### src/rtl/cpu_pkg.sv
// Shared CPU definitions: opcode values and the fetch sequencer state encoding.
package cpu_pkg;

  localparam logic [3:0] OP_LDA  = 4'b0000;
  localparam logic [3:0] OP_LDB  = 4'b0001;
  localparam logic [3:0] OP_LDO  = 4'b0010;
  localparam logic [3:0] OP_LDSA = 4'b0011;
  localparam logic [3:0] OP_LDSB = 4'b0100;
  localparam logic [3:0] OP_LSH  = 4'b0101;
  localparam logic [3:0] OP_RSH  = 4'b0110;
  localparam logic [3:0] OP_CLR  = 4'b0111;
  localparam logic [3:0] OP_SNZA = 4'b1000;
  localparam logic [3:0] OP_SNZS = 4'b1001;
  // CLR doubles as the no-op the execute stage sees after reset or a flush
  localparam logic [3:0] OP_NOP  = OP_CLR;

  typedef enum logic [1:0] {
    IDLE  = 2'd0,
    FETCH = 2'd1,
    HOLD  = 2'd2
  } fetch_state_t;

endpackage

### src/rtl/instr_fetch_if.sv
// Bundle of the program-memory bus and the fetch-to-execute valid/ready handshake.
interface instr_fetch_if #(
  parameter int ADDR_WIDTH  = 8,
  parameter int INSTR_WIDTH = 4
);

  logic [ADDR_WIDTH-1:0]  addressOut;
  logic [INSTR_WIDTH-1:0] dataIn;
  logic [INSTR_WIDTH-1:0] instrOut;
  logic                   instrValid;
  logic                   instrReady;
  logic                   skipReq;
  logic                   progWrap;

  modport master (
    output addressOut, instrOut, instrValid, progWrap,
    input  dataIn, instrReady, skipReq
  );

  modport slave (
    input  addressOut, instrOut, instrValid, progWrap,
    output dataIn, instrReady, skipReq
  );

endinterface

### src/rtl/instr_fetch_pc_counter.sv
// Program counter with synchronous clear, increment with PROG_LEN wrap, and a
// registered pulse flagging the cycle after a wrapping update.
module pc_counter #(
  parameter int ADDR_WIDTH = 8,
  parameter int PROG_LEN   = 32
) (
  input  logic                  clk,
  input  logic                  rst_n,
  input  logic                  clear,
  input  logic                  advance,
  output logic [ADDR_WIDTH-1:0] pc,
  output logic                  wrap
);

  localparam logic [ADDR_WIDTH-1:0] LAST_ADDR = ADDR_WIDTH'(PROG_LEN - 1);

  logic atLast;

  assign atLast = (pc == LAST_ADDR);

  // A clear never reports a wrap, so restart cannot be mistaken for program end
  always_ff @(posedge clk or negedge rst_n) begin
    if (!rst_n) begin
      pc   <= '0;
      wrap <= 1'b0;
    end else if (clear) begin
      pc   <= '0;
      wrap <= 1'b0;
    end else if (advance) begin
      pc   <= atLast ? '0 : pc + ADDR_WIDTH'(1);
      wrap <= atLast;
    end else begin
      wrap <= 1'b0;
    end
  end

endmodule

### src/rtl/instr_fetch.sv
// Instruction fetch sequencer: addresses the program ROM, registers the opcode
// and hands it to execute over valid/ready, honouring SNZ skips and restart.
module instr_fetch
  import cpu_pkg::*;
#(
  parameter int ADDR_WIDTH  = 8,
  parameter int PROG_LEN    = 32,
  parameter int INSTR_WIDTH = 4
) (
  input  logic          clk,
  input  logic          rst_n,
  input  logic          en,
  input  logic          restart,
  instr_fetch_if.master bus
);

  localparam logic [INSTR_WIDTH-1:0] INSTR_NOP = INSTR_WIDTH'(OP_NOP);

  fetch_state_t           state, stateNext;
  logic [INSTR_WIDTH-1:0] instrReg, instrNext;
  logic                   validReg, validNext;
  logic                   pcClear, pcAdvance;
  logic                   handshake;
  logic [ADDR_WIDTH-1:0]  pc;
  logic                   pcWrap;

  pc_counter #(
    .ADDR_WIDTH (ADDR_WIDTH),
    .PROG_LEN   (PROG_LEN)
  ) u_pc (
    .clk     (clk),
    .rst_n   (rst_n),
    .clear   (pcClear),
    .advance (pcAdvance),
    .pc      (pc),
    .wrap    (pcWrap)
  );

  assign handshake      = validReg & bus.instrReady;
  assign bus.addressOut = pc;
  assign bus.instrOut   = instrReg;
  assign bus.instrValid = validReg;
  assign bus.progWrap   = pcWrap;

  always_ff @(posedge clk or negedge rst_n) begin
    if (!rst_n) begin
      state    <= IDLE;
      instrReg <= INSTR_NOP;
      validReg <= 1'b0;
    end else begin
      state    <= stateNext;
      instrReg <= instrNext;
      validReg <= validNext;
    end
  end

  always_comb begin
    stateNext = state;
    instrNext = instrReg;
    validNext = validReg;
    pcClear   = 1'b0;
    pcAdvance = 1'b0;

    if (restart) begin
      pcClear   = 1'b1;
      validNext = 1'b0;
      instrNext = INSTR_NOP;
      stateNext = IDLE;
    end else begin
      unique case (state)
        IDLE: begin
          validNext = 1'b0;
          if (en) stateNext = FETCH;
        end
        FETCH: begin
          instrNext = bus.dataIn;
          pcAdvance = 1'b1;
          validNext = 1'b1;
          stateNext = HOLD;
        end
        HOLD: begin
          // Without a handshake everything stays frozen, skipReq and en included
          if (handshake) begin
            if (bus.skipReq) begin
              pcAdvance = 1'b1;
              validNext = 1'b0;
              stateNext = en ? FETCH : IDLE;
            end else if (en) begin
              instrNext = bus.dataIn;
              pcAdvance = 1'b1;
            end else begin
              validNext = 1'b0;
              stateNext = IDLE;
            end
          end
        end
        default: begin
          validNext = 1'b0;
          stateNext = IDLE;
        end
      endcase
    end
  end

endmodule

### src/flat_wrapper.sv
// flat-port wrapper written by rule: the top's interface ports become plain ports
module instr_fetch_flat import cpu_pkg::*;
#(
  parameter int ADDR_WIDTH  = 8,
  parameter int PROG_LEN    = 32,
  parameter int INSTR_WIDTH = 4
)
  (clk, rst_n, en, restart, bus_addressOut, bus_instrOut, bus_instrValid, bus_progWrap, bus_dataIn, bus_instrReady, bus_skipReq);
  instr_fetch_if #(.ADDR_WIDTH(ADDR_WIDTH), .INSTR_WIDTH(INSTR_WIDTH)) bus_i ();
  input  logic clk;
  input  logic rst_n;
  input  logic en;
  input  logic restart;
  output wire logic [$bits(bus_i.addressOut)-1:0] bus_addressOut;
  output wire logic [$bits(bus_i.instrOut)-1:0] bus_instrOut;
  output wire logic [$bits(bus_i.instrValid)-1:0] bus_instrValid;
  output wire logic [$bits(bus_i.progWrap)-1:0] bus_progWrap;
  input wire logic [$bits(bus_i.dataIn)-1:0] bus_dataIn;
  input wire logic [$bits(bus_i.instrReady)-1:0] bus_instrReady;
  input wire logic [$bits(bus_i.skipReq)-1:0] bus_skipReq;
  assign bus_addressOut = bus_i.addressOut;
  assign bus_instrOut = bus_i.instrOut;
  assign bus_instrValid = bus_i.instrValid;
  assign bus_progWrap = bus_i.progWrap;
  assign bus_i.dataIn = bus_dataIn;
  assign bus_i.instrReady = bus_instrReady;
  assign bus_i.skipReq = bus_skipReq;
  instr_fetch #(.ADDR_WIDTH(ADDR_WIDTH), .PROG_LEN(PROG_LEN), .INSTR_WIDTH(INSTR_WIDTH)) u_core (.clk(clk), .rst_n(rst_n), .en(en), .restart(restart), .bus(bus_i));
endmodule
### config.mk
export PLATFORM = sky130hd
export DESIGN_NAME = instr_fetch_flat
export DESIGN_NICKNAME = d
export VERILOG_FILES = /design/src/rtl/cpu_pkg.sv /design/src/rtl/instr_fetch_if.sv /design/src/rtl/instr_fetch_pc_counter.sv /design/src/rtl/instr_fetch.sv /design/src/flat_wrapper.sv
export SDC_FILE = /design/constraint.sdc
export NUM_CORES = 1
export LEC_CHECK = 0
export CORE_ASPECT_RATIO = 0.8
export CORE_MARGIN = 2
export CORE_UTILIZATION = 25
export CTS_CLUSTER_DIAMETER = 100
export CTS_CLUSTER_SIZE = 16
export DETAILED_ROUTE_END_ITERATION = 10
export MAX_ROUTING_LAYER = met4
export PLACE_DENSITY = 0.46
export SKIP_CTS_REPAIR_TIMING = 1
export SLEW_MARGIN = 40
export SYNTH_ARGS = -nofsm -noshare
export SYNTH_HDL_FRONTEND = slang
export SYNTH_SLANG_ARGS = --single-unit
### constraint.sdc
create_clock -name clk -period 2.1 [get_ports clk]
set_clock_uncertainty 0.1 [all_clocks]
set_input_delay 0.315 -clock clk [delete_from_list [all_inputs] [get_ports clk]]
set_output_delay 0.315 -clock clk [all_outputs]
set_load 0.005 [all_outputs]
Yosys cells after proc, flatten, opt, wreduce, memory -nomap -nowiden. Cells that the tools add are included. W data, S select, Z words.

Register bits: 16. Bits in latches: 0. Bits in writable memories: 0. ROM bits: 0. Bits of input ports: 10. Output and inout port bits: 14. Word-level logic and storage cells: 49. Memories: 0.

Add/subtract/negate cells: 1. Multipliers: 0. Div/mod/pow operators: 0. $lt $le $gt $ge: 0. Equality and inequality tests: 8. Shift operators: 0. Muxes and demuxes: 28. Bitwise gates (word level): 1. Reductions and logical operators: 6.

Operator list (number): $mux W8 (3); $mux W4 (4); $mux W1 (12); $mux W2 (5); $ne A3 B3 Y1 const B (3); $add A8 B1 Y8 const B (1); $eq A8 B5 Y1 const B (1); $pmux W4 S2 (1); $pmux W2 S3 (1); $ne A4 B4 Y1 const B (1); $pmux W1 S2 (2); $reduce_and A4 Y1 (1); $ne A3 B2 Y1 const B (1); $reduce_and A3 Y1 (1); $reduce_bool A3 Y1 (1); $eq A2 B1 Y1 const B (1); $eq A2 B2 Y1 const B (1); $logic_not A2 Y1 (1); $reduce_and A2 Y1 (1); $reduce_bool A2 Y1 (1); $and A1 B1 Y1 (1).

Longest topological paths before layout. Gate-level depths: netlist (run 1).

Depth in word-level cells: 7. Depth in mapped cells: 7. Gate-level depth less buffers: 6.

Modules after synthesis. From an unflattened synthesis (run 1), not the netlist that was laid out.

Cells, all modules: 93. Area total of the unflattened synthesis: 932.1 µm².

By module, submodules not included: instr_fetch (times used 1, cells each 47, area each 471.7 µm², sequential area each 178.9 µm²); pc_counter (times used 1, cells each 46, area each 460.4 µm², sequential area each 225.2 µm²).

Least setup slack after synthesis (run 1). No wires, ideal clock.

Kind: register -> register. Start: reg u_core.state[0]. End: reg u_core.instrReg[3] (netlist: u_core.bus.instrOut[3]). Setup time: 0.125 ns. Data arrival time: 1.637 ns. Required time: 1.875 ns. Setup slack: 0.238 ns. Cell stages (with the launch flop): 7. Path buffers: 0. Period minus slack after synthesis: 1.862 ns. Cell sequence: dfrtp_1 inv_1 ha_1 and2b_2 a41o_2 nor2_4 mux2_2.

Word-level cells in the longest chain between the ends: 3. Elaborated cells on any way between the ends: 9. Classes of those cells: 5 x eq/ne; 2 x mux; 2 x reduce/logical.

Ends and longest elaborated chain: start: declaration (RTL line instr_fetch.sv:19) `fetch_state_t state, stateNext;`; start signal: assignment (RTL line instr_fetch.sv:51) `state <= stateNext;`; $eq A2 B2 Y1 or $eq A2 B1 Y1 (tied branches) (RTL line instr_fetch.sv:70) `unique case (state)`; $ne A3 B3 Y1 (no source line), or another cell as far along; $reduce_and A4 Y1 (no source line) or $mux W4 (tied branches); end signal: assignment (RTL line instr_fetch.sv:52) `instrReg <= instrNext;`; end: declaration (RTL line instr_fetch.sv:20) `logic [INSTR_WIDTH-1:0] instrReg, instrNext;`.

Parallel ways exist; a longest one is shown, timed or not. A chain may end at the register's enable or synchronous reset.

Worst setup path after layout (run 1).
Start: reg u_core.state[0]. End: reg u_core.u_pc.pc[5].

Word-level cells in the longest chain between the ends: 4. Elaborated cells on any way between the ends: 5. Classes of those cells: 2 x eq/ne; 2 x mux; 1 x reduce/logical.

Ends and longest elaborated chain: $eq A2 B2 Y1 or $eq A2 B1 Y1 (tied branches) (RTL line instr_fetch.sv:70); $pmux W1 S2 (*) (RTL line instr_fetch.sv:70); $mux W1 (*) (RTL line instr_fetch.sv:64) `if (restart) begin`; $reduce_bool A2 Y1 (no source line) (*); end signal: assignment (RTL line instr_fetch_pc_counter.sv:30) `pc <= atLast ? '0 : pc + ADDR_WIDTH'(1);`; end: declaration (RTL line instr_fetch_pc_counter.sv:11) `output logic [ADDR_WIDTH-1:0] pc,`.

Mark *: on every way between the ends. The rest lies on a longest branch, timed or not.

==> flow_summary.json, run 1 <==
{
  "critPathTopFamily": "compound AO/OA/AOI/OAI gates",
  "synth-edff-count": 0,
  "r2r-start": "u_core.state[0]$_DFFE_PN0P_",
  "power_mw": 1.126,
  "cts_tree": "yes",
  "routedWlPerCell_um": 13.63,
  "clkLatencyLatePin_ps": 250,
  "firstDrtPassIters": 4,
  "drive_above_1_share_pct": 19.01,
  "hold_viol": 0,
  "cts.sinks": 16,
  "io_buffers": 23,
  "dp_hpwl_um": 1633,
  "place_area_um2": 1234,
  "crit_required_ps": 2180,
  "seq_area_frac_synth_pct": 43.71,
  "fillers": 347,
  "endpoint_kind": "register",
  "start_kind": "register",
  "grt_pass1_vias": 753,
  "routed_via_density": 4.718,
  "ant_nets": 0,
  "netlist.area_leader.share_pct": 35.18,
  "place_congestion": 0.7713,
  "crit_cells": 6,
  "status": "finished, final reports clean",
  "crit_path_cell_trace": "inv_1, ha_2, o2111a_2, o21ai_2, or4_1, a21oi_1",
  "reg2regPathDepth": 6,
  "tns_ps": 0,
  "final_area_um2": 1292,
  "vias": 769,
  "cts_root_buffer": "clkbuf_8",
  "max_slew_margin_pct": 76.61,
  "synth_area_leaders": "dfrtp_1 35%, dfstp_2 8.5%, ha_1 8.1%",
  "die_area_um2": 4204,
  "io_pins": 24,
  "post-route-period-util_pct": 93.99,
  "ys_seq_elements": 16,
  "grt_usage_pct": 11.73,
  "synth-main-ff-cell": "dfrtp_1",
  "cp-startpoint": "u_core.state[0]$_DFFE_PN0P_",
  "hold_path_class": "input port to asynchronous set/reset pin",
  "area_growth_pct": 39.78,
  "post-synth-top-count-cell": "dfrtp_1",
  "start_util_pct": 26.46,
  "grt_setup_unrepaired": "no",
  "wirelength_um": 2221,
  "synthCells": 91,
  "p_leak_nw": 0.5629,
  "yosys-top-cells-count": "13 x dfrtp_1, 8 x inv_1, 6 x a21oi_1, 6 x ha_1, 6 x nor2_1",
  "post-route-util_pct": 36.99,
  "antenna_found_initial": 0,
  "worst-slew-pin-transition_ps": 349.7,
  "grt_max_degree": 17,
  "slew_violations": 0,
  "synthArstFlopShare_pct": 100.0,
  "cpPeakStageDelay_ps": 510,
  "setup_violations": 0,
  "drt_iter0_drc": 19,
  "crit_slowest_cell": "or4_1",
  "ys_warn_count": 0,
  "worstPathMaxFanout": 7,
  "critical_path_arrival_ps": 2050,
  "drv_cap": 0,
  "cp_num_buf_inv": 1,
  "cts_buffers": 3,
  "syn_area_per_cell_um2": 10.16,
  "row_count": 19,
  "die_width_um": 72.00,
  "grt-ovfl-total": 0,
  "period_minus_slack_ps": 1974,
  "p_per_area_nw_per_um2": 871.5,
  "path_clk_slew_ps": 70,
  "coreArea_um2": 3495,
  "syn-num-nets": 107,
  "diodes": 0,
  "h-tree-depth": 1,
  "grt_pass1_wl_um": 3643,
  "cts.path.max_buffers": 2,
  "ir_worst_vdd_v": 0.0003053,
  "final_nets": 138,
  "max_freq_ghz": 0.5066,
  "synth_area_um2": 924.6,
  "synth_cell_types": 36,
  "worstSetupPathType": "register to register",
  "synth_area_leader_cell": "dfrtp_1",
  "drc_errors": 0,
  "die-height_um": 58.40
}
[power by group]
group,leakage [nW],switching (mW),total (mW),internal (mW)
clock,0.0288,0.116,0.282,0.166
sequential,0.208,0.0438,0.412,0.368
combinational,0.326,0.206,0.432,0.226
total,0.563,0.366,1.13,0.760
[worst register-to-register path, delay by kind of cell (launching register included)]
family,cells,cell delay [ps]
compound gates,3,510
simple gates,1,510
flops,1,440
fa+ha+maj,1,240
buf+inv,1,90
[per-stage QoR]
| stage | setup slack (ps) | std cells | hold slack (ps) |
|---|---|---|---|
| after CTS | 69.37 | 163 | 284.4 |
| after detailed placement | 63.52 | 159 | 364.8 |
| after global routing | 1.688 | 163 | 296.9 |
| final | 126.2 | 163 | 280.1 |
| after floorplan | 238.3 | 91 | -80.59 |
| after global placement | 98.28 | 159 | 359.6 |
[path summary, 6_finish.rpt]
| path | endpoint | slack, ps |
|---|---|---|
| worst max-delay path | u_core.u_pc.pc[5]$_DFFE_PN0P_ | 130 |
| worst min-delay path | u_core.u_pc.pc[7]$_DFFE_PN0P_ | 280 |
| worst max register to register | u_core.u_pc.pc[5]$_DFFE_PN0P_ | 130 |
| worst min register to register | u_core.bus.instrOut[2]$_DFFE_PN1P_ | 370 |
| max in group asynchronous | u_core.bus.instrOut[0]$_DFFE_PN1P_ | 1360 |
| min in group clk | u_core.bus.instrOut[2]$_DFFE_PN1P_ | 370 |
[final cells by class]
type / instances / area (µm²) / share of cell area, %
sequential: 16 / 405.4 / 31.36
timing repair buffer: 29 / 275.3 / 21.30
tap: 42 / 52.55 / 4.066
inverter: 8 / 30.03 / 2.323
clock buffer: 4 / 55.05 / 4.259
multi-input combinational: 64 / 474.2 / 36.69
[state kept, by name, indices dropped and copies added, names as in the netlist]
| signal | count |
|---|---|
| u_core.u_pc.pc | 8 |
| u_core.bus.instrOut | 4 |
| u_core.state | 2 |
| u_core.bus.instrValid | 1 |
| u_core.u_pc.wrap | 1 |
[cells in the final DEF (no fill, tap or decap), drive strengths merged, types with 2 or more instances in the layout]
| cell type | n |
|---|---|
| a21oi | 6 |
| and3 | 2 |
| buf | 6 |
| clkbuf | 4 |
| clkdlybuf4s50 | 23 |
| dfrtp | 13 |
| dfstp | 3 |
| ha | 6 |
| inv | 8 |
| mux2 | 2 |
| mux2i | 5 |
| nand2 | 2 |
| nand2b | 2 |
| nand3 | 2 |
| nor2 | 7 |
| nor2b | 2 |
| o211ai | 2 |
| o21ai | 6 |
| or3 | 4 |
| xor2 | 2 |
[metal layers]
layer / vias to the layer above / global-route usage, % / wire [µm]
met5: - / - / 0
met4: 0 / 5.660 / 51
met3: 4 / 3.253 / 102
met2: 19 / 16.40 / 973
met1: 366 / 15.62 / 1093
li1: 380 / - / -
[cell families after synthesis]
kind of cell | Yosys count | synth area share, %
and+or+nand+nor | 29 | 18.81
AOI/OAI and AO/OA | 20 | 14.34
DFF | 16 | 43.71
buffers and inverters | 11 | 5.278
muxes | 7 | 7.848
adders and majority gates | 6 | 8.119
xor gates and xnor gates | 2 | 1.895
Power figures use the tool's default switching activity.
==> run 2: changes to the inputs <==
--- a/config.mk
+++ b/config.mk
@@ -5,6 +5,7 @@
 export SDC_FILE = /design/constraint.sdc
 export NUM_CORES = 1
 export LEC_CHECK = 0
+export ABC_AREA = 0
 export CORE_ASPECT_RATIO = 0.8
 export CORE_MARGIN = 2
 export CORE_UTILIZATION = 25
==> results of run 2 <==
The final DEF is identical to that of run 1; final timing and power are the same.
==> run 3: changes to the inputs <==
==> constraint.sdc (replaced) <==
create_clock -name clk -period 2.1 [get_ports clk]
set_clock_uncertainty 0.1 [all_clocks]
set_input_delay 0.21 -clock clk [delete_from_list [all_inputs] [get_ports clk]]
set_output_delay 0.21 -clock clk [all_outputs]
set_load 0.005 [all_outputs]
==> flow_summary.json, run 3 (synthesis results as in run 1) <==
{
  "die-height_um": 58.40,
  "routedWlPerCell_um": 12.89,
  "fillers": 357,
  "die_width_um": 72.00,
  "rrSetupSlack_ps": 140,
  "worstPathMaxFanout": 12,
  "mostFrequentLayoutCells": "23 x clkdlybuf4s50_1, 13 x dfrtp_1, 8 x inv_1, 6 x nor2_1, 6 x a21oi_1",
  "max_slew_margin_pct": 78.25,
  "grt_max_degree": 17,
  "crit_required_ps": 2180,
  "grt_pass1_wl_um": 3636,
  "stdcell_count": 161,
  "antenna_found_initial": 0,
  "worst-slew-pin-transition_ps": 321.7,
  "drive_above_1_share_pct": 16.81,
  "die_area_um2": 4204,
  "ant_nets": 0,
  "coreArea_um2": 3495,
  "setup_violations": 0,
  "reg2regPathDepth": 6,
  "dp_cells": 157,
  "area_growth_pct": 38.84,
  "final_area_um2": 1284,
  "io_pins": 24,
  "ir_worst_vdd_v": 0.0005330,
  "final_nets": 136,
  "place_congestion": 0.8309,
  "slew_violations": 0,
  "h-tree-depth": 1,
  "wirelength_um": 2076,
  "start_util_pct": 26.46,
  "final_common_cell": "clkdlybuf4s50_1",
  "cp-startpoint": "u_core.state[0]$_DFFE_PN0P_",
  "cts_buffers": 3,
  "cts.path.max_buffers": 2,
  "setup.worst_path.end": "u_core.u_pc.pc[5]$_DFFE_PN0P_",
  "row_count": 19,
  "worstSetupPathType": "register to register",
  "largest_register_ffs": 8,
  "vias": 754,
  "top_register": "u_core.u_pc.pc",
  "grt_setup_unrepaired": "no",
  "p_per_area_nw_per_um2": 865.2,
  "power_mw": 1.111,
  "r2r-start": "u_core.state[0]$_DFFE_PN0P_",
  "endpoint_kind": "register",
  "tns_ps": 0,
  "routed_via_density": 4.683,
  "period_minus_slack_ps": 1956,
  "diodes": 0,
  "start_kind": "register",
  "dp_hpwl_um": 1609,
  "clkLatencyLatePin_ps": 250,
  "io_buffers": 23,
  "r2r-end": "u_core.u_pc.pc[5]$_DFFE_PN0P_",
  "cts.sinks": 16,
  "grt-ovfl-total": 0,
  "hold_viol": 0,
  "drc_errors": 0,
  "max_freq_ghz": 0.5112,
  "critical_path_arrival_ps": 2030,
  "post-route-period-util_pct": 93.15,
  "cts_tree": "yes",
  "drv_cap": 0,
  "firstDrtPassIters": 3,
  "hold_path_class": "input port to asynchronous set/reset pin",
  "grt_usage_pct": 11.52,
  "status": "finished, final reports clean",
  "cts_root_buffer": "clkbuf_8",
  "drt_iter0_drc": 41,
  "place_area_um2": 1219,
  "path_clk_slew_ps": 60,
  "grt_pass1_vias": 742,
  "p_leak_nw": 0.5555
}
[run 3: changes by cell type in the layout (fill, tap and decap cells not counted), sizes merged]
| cell | change |
|---|---|
| buf | -2 |
[run 3: worst max-delay path: stages, from the launching register on]
cell and delay, ps:
dfrtp_1 420, inv_1 100, ha_2 230, o2111a_2 270, o21ai_4 110, or4_1 510, a21oi_1 130
[run 3: through the flow]
stage | hold slack, ps | setup WS [ps] | utilization (%)
final | 176.3 | 143.9 | 36.73
after detailed placement | 359.8 | 94.56 | 34.87
after global placement | 358.1 | 148.0 | 34.87
after global routing | 203.0 | 9.703 | 36.73
after floorplan | -185.6 | 238.3 | -
after CTS | 186.7 | 63.83 | 36.45
[run 3: worst min path at each step]
| stage | from | to | slack (ps) | cells past startpoint |
|---|---|---|---|---|
| after floorplan | rst_n | u_core.bus.instrOut[3]$_DFFE_PN0P_ | -190 | 0 |
| after global placement | u_core.bus.instrOut[1]$_DFFE_PN1P_ | u_core.bus.instrOut[1]$_DFFE_PN1P_ | 360 | 2 |
| after detailed placement | u_core.bus.instrOut[1]$_DFFE_PN1P_ | u_core.bus.instrOut[1]$_DFFE_PN1P_ | 360 | 2 |
| after CTS | rst_n | u_core.u_pc.wrap$_DFF_PN0_ | 190 | 2 |
| after global routing | rst_n | u_core.u_pc.pc[2]$_DFFE_PN0P_ | 200 | 2 |
| final | rst_n | u_core.u_pc.wrap$_DFF_PN0_ | 180 | 2 |
[run 3: layer usage]
| metal | vias up | global-route usage [%] | routed length, µm |
|---|---|---|---|
| li1 | 376 | - | - |
| met5 | - | - | 0 |
| met2 | 12 | 16.01 | 933 |
| met3 | 5 | 3.253 | 79 |
| met4 | 0 | 4.043 | 37 |
| met1 | 361 | 16.03 | 1025 |
[run 3: cell type report]
type | count | area (µm²) | share of cell area, %
multi-input combinational | 64 | 481.7 | 37.52
sequential | 16 | 404.1 | 31.48
timing repair buffer | 27 | 260.3 | 20.27
clock buffer | 4 | 55.05 | 4.289
tap | 42 | 52.55 | 4.094
inverter | 8 | 30.03 | 2.339
[run 3: where the power goes]
group	internal, mW	switching (mW)	leakage, nW
Clock	0.166	0.109	0.0288
Combinational	0.214	0.204	0.317
Sequential	0.366	0.0509	0.209
